File: config.mk
export PLATFORM = sky130hd
export DESIGN_NAME = axi_rd_arbiter
export DESIGN_NICKNAME = d
export VERILOG_FILES = /design/src/rtl/axi_rd_arbiter.sv
export SDC_FILE = /design/constraint.sdc
export NUM_CORES = 1
export LEC_CHECK = 0
export ABC_AREA = 1
export BUFFER_PORTS_ARGS = -buffer_cell sky130_fd_sc_hd__buf_2
export CORE_AREA = 5 5 92 94
export DETAILED_ROUTE_END_ITERATION = 6
export DIE_AREA = 0 0 97 99
export PLACE_DENSITY = 0.81
export SLEW_MARGIN = 15
export SYNTH_ARGS = -nofsm -noshare
export SYNTH_HDL_FRONTEND = slang
export SYNTH_SLANG_ARGS = --single-unit
File: constraint.sdc
create_clock -name clk -period 2 [get_ports clk]
set_clock_uncertainty 0.1 [all_clocks]
set_input_delay 0.1 -clock clk [delete_from_list [all_inputs] [get_ports clk]]
set_output_delay 0.1 -clock clk [all_outputs]
set_load 0.01 [all_outputs]
File: src/rtl/axi_rd_arbiter.sv
// Two-master (I-cache / D-cache) read arbiter onto a single AXI AR/R channel, one burst in flight.
// Define ARB_RR_EN for round-robin tie-breaking; default build is fixed priority with D-cache winning ties.
module axi_rd_arbiter #(
  parameter int ADDR_W = 32,
  parameter int DATA_W = 32,
  parameter int ID_W   = 4
) (
  input  logic              clk,
  input  logic              rst,
  input  logic              i_req,
  input  logic [ADDR_W-1:0] i_addr,
  input  logic [7:0]        i_len,
  input  logic [2:0]        i_size,
  output logic              i_addr_ok,
  output logic [DATA_W-1:0] i_rdata,
  output logic              i_rvalid,
  output logic              i_rlast,
  input  logic              d_req,
  input  logic [ADDR_W-1:0] d_addr,
  input  logic [7:0]        d_len,
  input  logic [2:0]        d_size,
  output logic              d_addr_ok,
  output logic [DATA_W-1:0] d_rdata,
  output logic              d_rvalid,
  output logic              d_rlast,
  output logic [ID_W-1:0]   arid,
  output logic [ADDR_W-1:0] araddr,
  output logic [7:0]        arlen,
  output logic [2:0]        arsize,
  output logic              arvalid,
  input  logic              arready,
  input  logic [DATA_W-1:0] rdata,
  input  logic              rlast,
  input  logic              rvalid,
  output logic              rready,
  output logic [1:0]        state_dbg
);

  localparam logic [1:0] S_IDLE = 2'd0;
  localparam logic [1:0] S_AR   = 2'd1;
  localparam logic [1:0] S_R    = 2'd2;

  localparam logic GNT_I = 1'b0;
  localparam logic GNT_D = 1'b1;

  localparam logic [ID_W-1:0] ID_I = '0;
  localparam logic [ID_W-1:0] ID_D = {{(ID_W-1){1'b0}}, 1'b1};

  logic [1:0]        state;
  logic              gnt;
  logic [ADDR_W-1:0] addr_q;
  logic [7:0]        len_q;
  logic [2:0]        size_q;
  logic [ID_W-1:0]   id_q;
  logic              pick_d;
  logic              burst_done;
  logic              r_to_i;
  logic              r_to_d;

  assign burst_done = (state == S_R) && rvalid && rlast;

`ifdef ARB_RR_EN
  logic last_gnt;

  // On a tie the master that did not own the previous burst wins.
  always_comb begin
    pick_d = d_req && (!i_req || (last_gnt == GNT_I));
  end

  always_ff @(posedge clk) begin
    if (rst) begin
      last_gnt <= GNT_I;
    end else if (burst_done) begin
      last_gnt <= gnt;
    end
  end
`else
  always_comb begin
    pick_d = d_req;
  end
`endif

  // Request parameters are captured in IDLE so AR stays stable however long arready is held off.
  always_ff @(posedge clk) begin
    if (rst) begin
      state  <= S_IDLE;
      gnt    <= GNT_I;
      addr_q <= '0;
      len_q  <= '0;
      size_q <= '0;
      id_q   <= '0;
    end else begin
      case (state)
        S_IDLE: begin
          if (i_req || d_req) begin
            gnt    <= pick_d ? GNT_D : GNT_I;
            addr_q <= pick_d ? d_addr : i_addr;
            len_q  <= pick_d ? d_len : i_len;
            size_q <= pick_d ? d_size : i_size;
            id_q   <= pick_d ? ID_D : ID_I;
            state  <= S_AR;
          end
        end
        S_AR: begin
          if (arready) begin
            state <= S_R;
          end
        end
        S_R: begin
          if (burst_done) begin
            state <= S_IDLE;
          end
        end
        default: state <= S_IDLE;
      endcase
    end
  end

  // valid/ready: a transfer happens on a cycle where both are high; arvalid never drops before arready.
  assign arvalid   = (state == S_AR);
  assign arid      = id_q;
  assign araddr    = addr_q;
  assign arlen     = len_q;
  assign arsize    = size_q;
  assign rready    = (state == S_R);
  assign state_dbg = state;

  assign i_addr_ok = arvalid && arready && (gnt == GNT_I);
  assign d_addr_ok = arvalid && arready && (gnt == GNT_D);

  assign r_to_i = (state == S_R) && (gnt == GNT_I);
  assign r_to_d = (state == S_R) && (gnt == GNT_D);

  assign i_rvalid = r_to_i && rvalid;
  assign i_rlast  = r_to_i && rlast;
  assign i_rdata  = r_to_i ? rdata : '0;
  assign d_rvalid = r_to_d && rvalid;
  assign d_rlast  = r_to_d && rlast;
  assign d_rdata  = r_to_d ? rdata : '0;

endmodule

==> impl_metrics.py <==
metrics = {
    "outcome": {
        "outcome": "finished clean",
    },
    "sta": {
        "layout_worst_path_cycle_share_pct": 96.38,
        "timing_max_transition_violations_final": 0,
        "max_slew_margin_pct": 58.54,
        "setup-tns-final_ns": 0,
        "fmax_mhz": 518.8,
        "worstMarginPinSlew_ns": 0.6197,
        "rsz0062_at_grt": "true",
        "layout_min_cycle_time_ns": 1.928,
        "timing.final.setup_violations": 0,
        "hold_viol": 0,
    },
    "power": {
        "max-vdd-ir-drop_v": 0.0003229,
        "power.total_uw": 2549,
        "p_leak_uw": 0.002910,
        "power-per-cell-area_nw_per_um2": 602.2,
    },
    "finish": {
        "drive_above_1_share_pct": 33.55,
        "count_of_placed_standard_cells_in_the_final_layout_fillers_left_out": 879,
        "area_growth_syn_to_layout_pct": 45.94,
        "post-route-util_pct": 55.94,
        "design.final.nets": 899,
    },
    "cts": {
        "cts_made_buffers": 5,
        "tritoncts": "done",
        "ctsResizeCount": 0,
        "cts.sink_count": 46,
        "worstSkewPairLatency_ns": 0.29,
        "root_buffer": "sky130_fd_sc_hd__clkbuf_8",
        "postCtsSetupRepairBufs": 0,
        "cts.reportedPaths.clkPinSlew_ns": 0.09,
        "cts.htree.levels": 2,
        "ctsLongestPathBuffers": 2,
    },
    "yosys": {
        "synth_flop_cell": "sky130_fd_sc_hd__dfxtp_1",
        "synth.avg_cell_area_um2": 5.283,
        "netlist_instances": 549,
        "synth_edf_count": 0,
        "synthesis.yosys.warnings": 0,
        "proportion_of_synthesized_chip_area_in_sequential_cells_pct": 31.75,
        "synthesis.area_um2": 2900,
        "synth.ff_latch_count": 46,
        "yosys.cell_types.count": 16,
        "synth_async_sr_flop_share_pct": 0,
    },
    "floorplan": {
        "initial_utilization_pct": 38.33,
        "count_of_boundary_i_o_pins": 246,
        "row_count": 32,
        "fp.dieW_um": 97,
        "fp.dieArea_um2": 9603,
        "core_area_um2": 7567,
        "die_height_um": 99,
    },
    "global_routing": {
        "grt_antenna_before_repair": 2,
        "grt_first_pass_wirelength_um": 15710,
        "groute.usage.overall_pct": 19.87,
        "grt_remaining_overflow": 0,
        "first_global_vias": 3246,
        "grt_start_max_net_pins": 89,
    },
    "job": {
        "cap_viol_max_count": 0,
    },
    "detailed_routing": {
        "detail_route.wirelength_um": 10250,
        "dr.first_iter.drc_count": 98,
        "detail_route.first_pass.iterations": 5,
        "wl_per_cell_um": 11.66,
        "route.detailed.drc": 0,
        "route.vias.total": 3659,
        "route.antenna.remaining_nets": 0,
        "route.detailed.vias_per_inst": 4.163,
    },
    "worst_setup_path": {
        "path_buf_inv": 2,
        "crit_end": "d_rdata[16]",
        "worst_ep_required_time_ns": 1.80,
        "worst-setup-path-type": "flop to output pin",
        "crit_path_cell_trace": "inv_1 > nor2_2 > nand2_2 > nor2_1 > buf_2",
        "cp-end-kind": "output pin",
        "setup.reg_to_reg.worst_slack_ns": 0.68,
        "path_depth": 5,
        "timing.critical_path.from_type": "flop",
        "worstPathArrival_ns": 1.73,
        "critical_path.reg2reg.endpoint": "araddr[17]",
        "reg2reg_depth": 6,
        "regToRegStartpoint": "state_dbg[0]",
        "critical_path.max_fanout": 34,
        "cp_top_family": "simple AND/OR/NAND/NOR gates",
        "critical_path.slowest_cell": "sky130_fd_sc_hd__nand2_2",
        "crit_path_start": "state_dbg[1]",
        "critical-path-max-stage-delay_ns": 0.39,
    },
    "place": {
        "routabilityCongestion": 0.9611,
        "final_hpwl_dp_um": 8053,
        "port_buffers": 242,
        "place.detailed.instances": 867,
    },
    "worst_hold_path": {
        "hold_path_class": "input pin to flop",
    },
}
## sequential cells by signal (all words and copies together) (netlist names)
name,count
araddr,32
arid,1
arlen,8
arsize,3
state_dbg,2
## tightest hold or removal path: cells and delay by family
family / cells / cell delay, ns
simple gates: 4 / 0.21
buf+inv: 1 / 0.07
## worst min path at each step
| stage | from | end | cells after the start |
|---|---|---|---|
| floorplan | rst | arid[0] | 1 |
| global placement | rst | arid[0] | 2 |
| detailed placement | rst | arid[0] | 2 |
| CTS | i_addr[15] | araddr[15] | 5 |
| global route | i_addr[22] | araddr[22] | 5 |
| finish | i_addr[17] | araddr[17] | 5 |
## cells in the final DEF, fill, tap and decap left out
cell	instances
sky130_fd_sc_hd__a21oi_1	3
sky130_fd_sc_hd__buf_12	1
sky130_fd_sc_hd__buf_2	242
sky130_fd_sc_hd__buf_4	3
sky130_fd_sc_hd__clkbuf_8	7
sky130_fd_sc_hd__clkinv_1	1
sky130_fd_sc_hd__clkinv_4	1
sky130_fd_sc_hd__conb_1	3
sky130_fd_sc_hd__dfxtp_1	46
sky130_fd_sc_hd__diode_2	2
sky130_fd_sc_hd__dlygate4sd3_1	2
sky130_fd_sc_hd__inv_1	82
sky130_fd_sc_hd__inv_4	1
sky130_fd_sc_hd__nand2_1	219
sky130_fd_sc_hd__nand2_2	3
sky130_fd_sc_hd__nand2_4	1
sky130_fd_sc_hd__nor2_1	158
sky130_fd_sc_hd__nor2_2	1
sky130_fd_sc_hd__o21ai_0	1
## final cells by class
type,instances,area (um2)
repair buffers,248,1274
fillers,788,3334
diodes,2,5.005
clock buffers,7,96.34
inverters,84,317.8
clock inverters,1,8.758
well taps,102,127.6
multi-input cells,389,1483
flip-flops and latches,46,920.9
## synthesized netlist by cell type (3+ instances only)
master                     count  share of area, %
sky130_fd_sc_hd__buf_2        20               3.5
sky130_fd_sc_hd__buf_6         3               1.2
sky130_fd_sc_hd__inv_1        82                11
sky130_fd_sc_hd__nor2_1      158                20
sky130_fd_sc_hd__clkbuf_1      4              0.52
sky130_fd_sc_hd__dfxtp_1      46                32
sky130_fd_sc_hd__nand2_2       3              0.65
sky130_fd_sc_hd__a21oi_1       3              0.52
sky130_fd_sc_hd__buf_4         5               1.3
sky130_fd_sc_hd__nand2_1     219                28
## cell families (layout without fill, tap and decap cells)
| group | after synthesis | count (layout) | share of synthesized area (%) |
|---|---|---|---|
| simple gates | 382 | 382 | 50.04 |
| buf+inv | 116 | 340 | 17.39 |
| flops | 46 | 46 | 31.75 |
| compound gates | 4 | 4 | 0.6899 |
| other cells | 1 | 5 | 0.1293 |
## report_power, final
| group | internal, uW | leakage [uW] | total [uW] | switching, uW |
|---|---|---|---|---|
| clock | 317 | 0.0000545 | 631 | 314 |
| sequential | 1030 | 0.000382 | 1080 | 52.7 |
| combinational | 339 | 0.00247 | 837 | 499 |
## per-layer routing
layer  GRT usage (%)  routed length, um
met3           5.237                909
met2           37.15               5174
met4           5.292                101
met1           22.23               4061
met5               0                  0
## per-stage QoR
step           area (um2)  setup WS (ns)  hold slack, ns
6_report             4233        0.07238         0.01207
3_5_place_dp         4103         0.4251          0.2221
5_1_grt              4233       -0.03976         0.03172
4_1_cts              4228        0.08485        0.005241
3_3_place_gp         4103         0.4445          0.2243
2_1_floorplan        2908         0.6674         0.06907
## timing repair
| action | in CTS | in global routing |
|---|---|---|
| hold endpoints to repair | 3 | 0 |
| hold buffers | 2 | 0 |
| endpoints found under the setup margin | 0 | 15 |
Power figures use the tool's default switching activity.
